<file path="src/rtl/aes_s2mm_sts_gen.sv">
`default_nettype none
// ============================================================================
// Module      : aes_s2mm_sts_gen
// Description : S2MM status generator. Snoops accepted AES result beats,
//               measures each packet's byte count and emits one AXI-DMA
//               status/app packet per data packet. Optional macro
//               AES_STS_TIMESTAMP_EN adds a cycle timestamp as word 1.
// Revision    : 1.0 - initial release
// ============================================================================
module aes_s2mm_sts_gen #(
    parameter int C_S_AXIS_S2MM_TDATA_WIDTH     = 128,
    parameter int C_S_AXIS_S2MM_STS_TDATA_WIDTH = 32,
    parameter int C_LEN_WIDTH                   = 23,
    parameter int C_LEN_FIFO_DEPTH              = 4,
    parameter int C_STS_WORDS                   = 5
) (
    input  logic                                       m_axi_s2mm_aclk,
    input  logic                                       s2mm_prmry_reset_out_n,
    input  logic                                       s_axis_s2mm_tvalid,
    input  logic                                       s_axis_s2mm_tready,
    input  logic [C_S_AXIS_S2MM_TDATA_WIDTH/8-1:0]     s_axis_s2mm_tkeep,
    input  logic                                       s_axis_s2mm_tlast,
    output logic [C_S_AXIS_S2MM_STS_TDATA_WIDTH-1:0]   s_axis_s2mm_sts_tdata,
    output logic [3:0]                                 s_axis_s2mm_sts_tkeep,
    output logic                                       s_axis_s2mm_sts_tvalid,
    output logic                                       s_axis_s2mm_sts_tlast,
    input  logic                                       s_axis_s2mm_sts_tready,
    output logic                                       sts_stall,
    output logic                                       sts_err_ovf
);

    localparam int c_KEEP_W = C_S_AXIS_S2MM_TDATA_WIDTH / 8;
    localparam int c_PC_W   = $clog2(c_KEEP_W + 1);
    localparam int c_SUM_W  = ((C_LEN_WIDTH > c_PC_W) ? C_LEN_WIDTH : c_PC_W) + 1;
    localparam int c_PTR_W  = $clog2(C_LEN_FIFO_DEPTH);
    localparam int c_CNT_W  = c_PTR_W + 1;
    localparam int c_WIDX_W = $clog2(C_STS_WORDS);
`ifdef AES_STS_TIMESTAMP_EN
    localparam int c_TS_W   = 32;
`else
    localparam int c_TS_W   = 0;
`endif
    localparam int c_ENT_W  = C_LEN_WIDTH + 1 + c_TS_W;

    localparam logic [c_SUM_W-1:0]  c_LEN_MAX  = c_SUM_W'((64'd1 << C_LEN_WIDTH) - 64'd1);
    localparam logic [c_CNT_W-1:0]  c_CNT_FULL = c_CNT_W'(C_LEN_FIFO_DEPTH);
    localparam logic [c_WIDX_W-1:0] c_WIDX_LAST = c_WIDX_W'(C_STS_WORDS - 1);

    localparam logic [0:0] c_ST_IDLE = 1'b0;
    localparam logic [0:0] c_ST_SEND = 1'b1;

    logic                   w_rst;
    logic [c_PC_W-1:0]      w_pc;
    logic [c_SUM_W-1:0]     w_sum;
    logic                   w_sat_now;
    logic [C_LEN_WIDTH-1:0] w_len_next;
    logic                   w_sat_next;
    logic                   w_beat;
    logic                   w_push_req;
    logic                   w_push;
    logic                   w_pop;
    logic                   w_full;
    logic                   w_empty;
    logic                   w_last_word;
    logic [c_ENT_W-1:0]     w_wr_entry;
    logic [c_ENT_W-1:0]     w_rd_entry;

    logic [C_LEN_WIDTH-1:0] r_acc;
    logic                   r_sat;
    logic [c_ENT_W-1:0]     r_mem [C_LEN_FIFO_DEPTH];
    logic [c_PTR_W-1:0]     r_wr_ptr;
    logic [c_PTR_W-1:0]     r_rd_ptr;
    logic [c_CNT_W-1:0]     r_count;
    logic                   r_err_ovf;
    logic [0:0]             r_state;
    logic [c_WIDX_W-1:0]    r_widx;

    assign w_rst = ~s2mm_prmry_reset_out_n;

    always_comb begin
        w_pc = '0;
        for (int i = 0; i < c_KEEP_W; i++) begin
            w_pc = w_pc + c_PC_W'(s_axis_s2mm_tkeep[i]);
        end
    end

    // Sum in a wider width so saturation can be detected without wrap.
    assign w_sum      = c_SUM_W'(r_acc) + c_SUM_W'(w_pc);
    assign w_sat_now  = (w_sum > c_LEN_MAX);
    assign w_len_next = w_sat_now ? c_LEN_MAX[C_LEN_WIDTH-1:0] : w_sum[C_LEN_WIDTH-1:0];
    assign w_sat_next = r_sat | w_sat_now;

    assign w_beat      = s_axis_s2mm_tvalid & s_axis_s2mm_tready;
    assign w_push_req  = w_beat & s_axis_s2mm_tlast;
    assign w_full      = (r_count == c_CNT_FULL);
    assign w_empty     = (r_count == '0);
    assign w_last_word = (r_widx == c_WIDX_LAST);
    assign w_pop       = (r_state == c_ST_SEND) & s_axis_s2mm_sts_tready & w_last_word;
    // A same-cycle pop frees the slot, so a push into a full FIFO is still legal.
    assign w_push      = w_push_req & (~w_full | w_pop);

`ifdef AES_STS_TIMESTAMP_EN
    logic [31:0] r_ts;

    always_ff @(posedge m_axi_s2mm_aclk) begin
        if (w_rst) begin
            r_ts <= '0;
        end else begin
            r_ts <= r_ts + 32'd1;
        end
    end

    assign w_wr_entry = {r_ts, w_sat_next, w_len_next};
`else
    assign w_wr_entry = {w_sat_next, w_len_next};
`endif

    always_ff @(posedge m_axi_s2mm_aclk) begin
        if (w_rst) begin
            r_acc <= '0;
            r_sat <= 1'b0;
        end else if (w_beat) begin
            if (s_axis_s2mm_tlast) begin
                r_acc <= '0;
                r_sat <= 1'b0;
            end else begin
                r_acc <= w_len_next;
                r_sat <= w_sat_next;
            end
        end
    end

    always_ff @(posedge m_axi_s2mm_aclk) begin
        if (w_push) begin
            r_mem[r_wr_ptr] <= w_wr_entry;
        end
    end

    always_ff @(posedge m_axi_s2mm_aclk) begin
        if (w_rst) begin
            r_wr_ptr  <= '0;
            r_rd_ptr  <= '0;
            r_count   <= '0;
            r_err_ovf <= 1'b0;
        end else begin
            if (w_push) begin
                r_wr_ptr <= r_wr_ptr + c_PTR_W'(1);
            end
            if (w_pop) begin
                r_rd_ptr <= r_rd_ptr + c_PTR_W'(1);
            end
            case ({w_push, w_pop})
                2'b10:   r_count <= r_count + c_CNT_W'(1);
                2'b01:   r_count <= r_count - c_CNT_W'(1);
                default: r_count <= r_count;
            endcase
            if (w_push_req & ~w_push) begin
                r_err_ovf <= 1'b1;
            end
        end
    end

    always_ff @(posedge m_axi_s2mm_aclk) begin
        if (w_rst) begin
            r_state <= c_ST_IDLE;
            r_widx  <= '0;
        end else begin
            case (r_state)
                c_ST_IDLE: begin
                    if (!w_empty) begin
                        r_widx  <= '0;
                        r_state <= c_ST_SEND;
                    end
                end
                c_ST_SEND: begin
                    if (s_axis_s2mm_sts_tready) begin
                        if (w_last_word) begin
                            r_state <= c_ST_IDLE;
                        end else begin
                            r_widx <= r_widx + c_WIDX_W'(1);
                        end
                    end
                end
                default: r_state <= c_ST_IDLE;
            endcase
        end
    end

    // Head entry stays put while SEND waits on ready, keeping tdata stable.
    assign w_rd_entry = r_mem[r_rd_ptr];

    always_comb begin
        s_axis_s2mm_sts_tdata = '0;
        if (r_state == c_ST_SEND) begin
            if (r_widx == '0) begin
                s_axis_s2mm_sts_tdata =
                    C_S_AXIS_S2MM_STS_TDATA_WIDTH'({4'h5, 27'h0, w_rd_entry[C_LEN_WIDTH]});
`ifdef AES_STS_TIMESTAMP_EN
            end else if (r_widx == c_WIDX_W'(1)) begin
                s_axis_s2mm_sts_tdata =
                    C_S_AXIS_S2MM_STS_TDATA_WIDTH'(w_rd_entry[c_ENT_W-1 -: 32]);
`endif
            end else if (w_last_word) begin
                s_axis_s2mm_sts_tdata =
                    C_S_AXIS_S2MM_STS_TDATA_WIDTH'(w_rd_entry[C_LEN_WIDTH-1:0]);
            end
        end
    end

    assign s_axis_s2mm_sts_tkeep  = 4'hf;
    assign s_axis_s2mm_sts_tvalid = (r_state == c_ST_SEND);
    assign s_axis_s2mm_sts_tlast  = (r_state == c_ST_SEND) & w_last_word;
    assign sts_stall              = w_full;
    assign sts_err_ovf            = r_err_ovf;

endmodule
`default_nettype wire
</file>
<file path="config.mk">
export PLATFORM = sky130hd
export DESIGN_NAME = aes_s2mm_sts_gen
export DESIGN_NICKNAME = d
export VERILOG_FILES = /design/src/rtl/aes_s2mm_sts_gen.sv
export SDC_FILE = /design/constraint.sdc
export NUM_CORES = 1
export LEC_CHECK = 0
export BUFFER_PORTS_ARGS = -buffer_cell sky130_fd_sc_hd__buf_2
export CORE_MARGIN = 2
export CORE_UTILIZATION = 25
export CTS_CLUSTER_SIZE = 16
export DETAILED_ROUTE_END_ITERATION = 10
export HOLD_SLACK_MARGIN = 0.1
export PLACE_DENSITY_LB_ADDON = 0.05
export SYNTH_ARGS = -nofsm -noshare
export SYNTH_HDL_FRONTEND = slang
export SYNTH_SLANG_ARGS = --single-unit
</file>
<file path="constraint.sdc">
create_clock -name m_axi_s2mm_aclk -period 4.6 [get_ports m_axi_s2mm_aclk]
set_input_delay 0 -clock m_axi_s2mm_aclk [delete_from_list [all_inputs] [get_ports m_axi_s2mm_aclk]]
set_output_delay 0 -clock m_axi_s2mm_aclk [all_outputs]
set_load 0.01 [all_outputs]
</file>
# After elaboration in Yosys (flattened, before gate mapping)
# Memory sizes are Yosys's and may differ from the RTL's. A register that Yosys moved wholly into a read port is not among the register bits.
# Index checks and enable logic that the tools add are counted.
# Widths: inputs -> output; s select.
[word_totals]
register_bits = 36
latch_bits = 0
ramBits = 96
mem_bits_ro = 0
out_inout_bits = 40
elab_cells = 73
n_memories = 1
[mem_list]
columns = ["memory", "words", "word_bits", "rd", "rd_ports_with_merged_regs", "write_ports", "line_no", "rtl"]
rows = [
  ["r_mem", 4, 24, 1, 1, 1, "70", "logic [c_ENT_W-1:0] r_mem [C_LEN_FIFO_DEPTH];"],
]
[op_classes]
addsub = 21
mul = 0
div_mod_pow = 0
order_cmp = 1
n_eq_ne = 7
n_shift = 0
n_mux = 19
bitwise_logic = 12
reduce_logical = 4
[op_table]
columns = ["cell", "n"]
rows = [
  ["$mux 23", 3],
  ["$mux 32", 2],
  ["$add 5x1->5", 11],
  ["$add 23x5->24", 1],
  ["$gt 24x23->1 const B", 1],
  ["$pmux 3 s2", 2],
  ["$mux 3", 3],
  ["$and 1x1->1", 7],
  ["$add 3x1->3 const B", 2],
  ["$eq 3x3->1 const B", 2],
  ["$logic_not 3->1", 2],
  ["$mux 1", 6],
  ["$ne 2x2->1 const B", 3],
  ["$add 4x1->5", 1],
  ["$add 2x1->2 const B", 2],
  ["$add 3x1->4", 1],
  ["$mux 2", 2],
  ["$add 2x1->3", 1],
  ["$not 1->1", 3],
  ["$reduce_and 3->1", 1],
  ["$sub 3x1->3 const B", 1],
  ["$add 1x1->2", 1],
  ["$eq 2x1->1 const B", 1],
  ["$eq 2x2->1 const B", 1],
  ["3 further kinds", 4],
]

# Logic depth before layout (Yosys ltp)
[logic_depth]
word_depth = 19
mapped_depth = 16
depth_no_buf = 14

# Least setup slack after synthesis
# No wires, ideal clock.
[synth_path]
path_type = "input -> register"
start = "input s_axis_s2mm_tkeep[0]"
end = "memory r_mem[0][8] (netlist bit) (data pin)"
setup_ns = 0.286
t_arrival_ns = 3.734
required_ns = 4.314
setup_slack_ns = 0.580
stages = 14
path_cell_list = "fa_1 -> inv_1 -> fa_1 -> fa_1 -> fa_1 -> fa_1 -> inv_1 -> fa_1 -> a211oi_1 -> o21ba_2 -> clkbuf_1 -> nor2_1 -> nor2_1 -> o21ai_0"
[synth_between]
elab_chain_cells = 18
[synth_lines]
columns = ["element", "line_no", "rtl"]
rows = [
  ["from (decl)", "21", "input logic [C_S_AXIS_S2MM_TDATA_WIDTH/8-1:0] s_axis_s2mm_tkeep,"],
  ["$add 1x1->2 *", "83", "w_pc = w_pc + c_PC_W'(s_axis_s2mm_tkeep[i]);"],
  ["$add 2x1->3 *", "83", ""],
  ["$add 3x1->4 *", "83", ""],
  ["$add 4x1->5 *", "83", ""],
  ["$add 5x1->5 * (11 in series)", "83", ""],
  ["$add 23x5->24 *", "88", "assign w_sum = c_SUM_W'(r_acc) + c_SUM_W'(w_pc);"],
  ["$gt 24x23->1", "89", "assign w_sat_now = (w_sum > c_LEN_MAX);"],
  ["$mux 23 *", "90", "assign w_len_next = w_sat_now ? c_LEN_MAX[C_LEN_WIDTH-1:0] : w_sum[C_LEN_WIDTH-1:0];"],
  ["net w_len_next[8]", "56", "logic [C_LEN_WIDTH-1:0] w_len_next;"],
  ["to (decl)", "70", ""],
]
# The timed path passes the listed nets; every way through them passes the cells marked *.

# Worst setup path in the final report
[layout_path]
start = "register r_acc[0]"
end = "memory r_mem[1][18] (netlist bit) (data pin)"
[layout_between]
elab_chain_cells = 3
[layout_lines]
columns = ["element", "line_no", "rtl"]
rows = [
  ["from (decl)", "68", "logic [C_LEN_WIDTH-1:0] r_acc;"],
  ["from (signal assigned)", "127", "r_acc <= w_len_next;"],
  ["$add 23x5->24 *", "88", ""],
  ["$gt 24x23->1", "89", ""],
  ["$mux 23 *", "90", ""],
  ["net w_len_next[18]", "56", ""],
]
# Marked as above.

==> results.json <==
{
  "path_common_cell": "fa_1",
  "vias_per_cell": 4.47,
  "cts_buffers": 17,
  "utilization_pct": 29.9,
  "via_count": 4038,
  "clock_sinks": 134,
  "max_freq_ghz": 0.246,
  "grt_pass1_wl_mm": 24.3,
  "whs_ns": 0.126,
  "pin_count": 62,
  "grt_use_total_pct": 12.1,
  "final.setup.tns_ns": 0,
  "hold_viol": 0,
  "min_period_ns": 4.06,
  "synth-compound-area-share_pct": 8.05,
  "finalNetCount": 604,
  "grt_overflow": 0,
  "first_global_vias": 4111,
  "clock_latency_ns": 0.42,
  "register_area_sq_um": 3650,
  "antenna_found_initial": 1,
  "dieArea_sq_um": 27400,
  "cpMaxStageDelayCell": "fa_1",
  "yosysUniqueCellTypes": 57,
  "synth-warning-count": 0,
  "die_x_microns": 165,
  "routabilityCongestion": 0.762,
  "ir_drop_mv": 0.239,
  "place_hpwl_mm": 10.1,
  "routed_wl_mm": 15.7,
  "cp-start-kind": "register",
  "cp_max_fo": 10,
  "synth_edf_count": 96,
  "required_ns": 4.74,
  "multi_input_area_sq_um": 2570,
  "clock-root-buffer": "clkbuf_16",
  "p_leak_nw": 2.78,
  "setup_viol": 0,
  "clk_pin_slew_ns": 0.06,
  "critPathMaxStageDelay_ns": 0.54,
  "tightest_slew_ns": 0.998,
  "period_share_pct": 88.3,
  "netlist_area_sq_um": 6510,
  "portBuffers": 50,
  "netlist_instances": 506,
  "ys_seq_elements": 134,
  "setup.worst_path.class": "reg -> reg",
  "drtAntennaViolNets": 0,
  "avgSynthCellArea_sq_um": 12.9,
  "routedWlPerCell_microns": 17.3,
  "cp-end-kind": "register",
  "drive_above_1_share_pct": 23.1,
  "postPlaceCellArea_sq_um": 7080,
  "htree_levels": 4,
  "synth_fa_ha_area_share_pct": 6.68,
  "maxSlewHeadroom_pct": 33.5,
  "synth-xor-area-share_pct": 2.55,
  "synth-main-ff-cell": "edfxtp_1",
  "yosysSeqAreaShare_pct": 55.9,
  "drc_errors": 0,
  "final.setup_skew_ns": 0.0170,
  "drv_slew": 0,
  "area_growth_pct": 18.6,
  "total_power_mw": 3.53,
  "stdcell_area_sq_um": 7720,
  "first_pass_iters": 4,
  "drtIter0Drc": 253,
  "grt_start_max_net_pins": 27,
  "die_h_microns": 165,
  "status": "complete, no violations",
  "synth.area.mux_share_pct": 8.62,
  "start_util_pct": 25.2,
  "arrival_ns": 4.21,
  "cap_violations": 0,
  "synth_top_family_by_area": "simple AND/OR/NAND/NOR gates",
  "cts_tree": "done",
  "yosys.area_share.simple_pct": 12.9,
  "core_area_sq_um": 25800,
  "rsz0062_at_grt": "no",
  "hold_class": "in -> reg",
  "antennaDiodeCount": 0,
  "row_count": 59,
  "power_density_nw_per_um2": 457,
  "async_reset_ff_share_pct": 0,
  "cts_buffer_depth": 2,
  "fillCellCount": 2642,
  "worstPathCellList": "inv_1, fa_1, fa_1, fa_1, fa_1, inv_1, fa_1, a211oi_1, o21ba_2, nor3_1, xnor2_1, nand2_1"
}
==> where the power goes <==
group	switching (mW)	leakage [nW]	total (mW)	internal (mW)
clock network	0.536	0.296	1.45	0.909
registers	0.0171	1.16	1.44	1.43
logic	0.406	1.33	0.642	0.236
==> synthesized netlist by cell type, drive strengths merged, types with 3 or more instances <==
cell type  instances  area [sq um]
edfxtp            96          2880
dfxtp             38           761
and2              37           231
inv               33           124
nand2             29           109
a21oi             25           129
mux4              24           541
nor2              22          82.6
buf               21           145
clkbuf            17          65.1
xnor2             15           131
ha                14           175
o21ai             14          70.1
fa                13           260
nor3              11          55.1
a31oi              9          56.3
a211oi             8          60.1
and4               8          72.6
nor4               7          62.6
and3               6          37.5
nand4              6          37.5
a32o               5          50.1
nand3              5          25.0
nor2b              5          31.3
or3                4          30.0
xor2               4          35.0
a21o               3          22.5
nor3b              3          22.5
==> cells in the final DEF (no fill, tap or decap), drive strengths merged, types with 6 or more instances in the layout <==
cell type	Yosys	layout
mux4	24	24
buf	21	57
a31oi	9	9
conb	2	11
inv	33	36
edfxtp	96	96
and4	8	8
xnor2	15	15
ha	14	14
nand4	6	6
nor3	11	11
clkbuf	17	17
and2	37	37
nand2	29	29
fa	13	13
dfxtp	38	38
a21oi	25	25
a211oi	8	8
and3	6	6
nor2	22	22
nor4	7	7
o21ai	14	14
==> worst max-delay path, delay by kind of cell, from the launching register on <==
family / cells / cell delay (ns)
adders and majority gates: 5 / 2.11
and+or+nand+nor: 2 / 0.57
AOI/OAI and AO/OA: 2 / 0.43
DFF: 1 / 0.34
xor gates and xnor gates: 1 / 0.18
buffers and inverters: 2 / 0.14
==> cells by family after synthesis <==
| family | count (synthesis) |
|---|---|
| xor gates and xnor gates | 19 |
| AOI/OAI and AO/OA | 79 |
| other | 2 |
| DFF | 134 |
| muxes | 26 |
| adders and majority gates | 27 |
| and+or+nand+nor | 148 |
| buffers and inverters | 71 |
==> per-layer routing <==
layer  vias to the layer above  GRT usage [%]  part of all wire (%)
met1                      2009           16.9                    49
met2                        79           18.8                    45
met3                         8           2.85                   4.2
met5                         -              0                     0
met4                         0           3.41                   1.0
li1                       1942              -                     -
==> path summary, 6_finish.rpt <==
kind / startpoint / to / slack (ns) / depth (start not counted)
worst min register to register: r_sat / r_sat / 0.46 / 2
worst min-delay path: s_axis_s2mm_tlast / r_count[0] / 0.13 / 4
worst max register to register: r_acc[0] / r_mem[1][18] / 0.54 / 12
worst max-delay path: r_acc[0] / r_mem[1][18] / 0.54 / 12
==> stage by stage <==
step | setup slack, ns | std cells
after global placement | 0.283 | 869
final | 0.539 | 903
after floorplan | 0.580 | 515
after detailed placement | 0.244 | 869
after CTS | 0.509 | 903
after global routing | 0.282 | 903
==> final cells by class <==
class | count | area share, %
Clock inverter | 15 | 2.59
Tap cell | 335 | 5.43
Sequential cell | 134 | 47.2
Timing Repair Buffer | 59 | 4.34
Inverter | 33 | 1.60
Multi-Input combinational cell | 310 | 33.3
Clock buffer | 17 | 5.51
==> sequential cells by signal (all words and copies together), names as in the netlist, named ones only <==
register,count
s_axis_s2mm_sts_tvalid,1
r_rd_ptr,2
r_mem,96
sts_err_ovf,1
r_widx,3
r_wr_ptr,2
r_acc,23
r_count,3
r_sat,1
==> repair_timing <==
item | in CTS | in global routing
hold buffers | 2 | 0
endpoints found under the setup margin | 0 | 0
hold endpoints to repair | 14 | 0
buffers inserted | 0 | 0
resized for setup | 0 | 0
(Power assumes the default switching activity.)
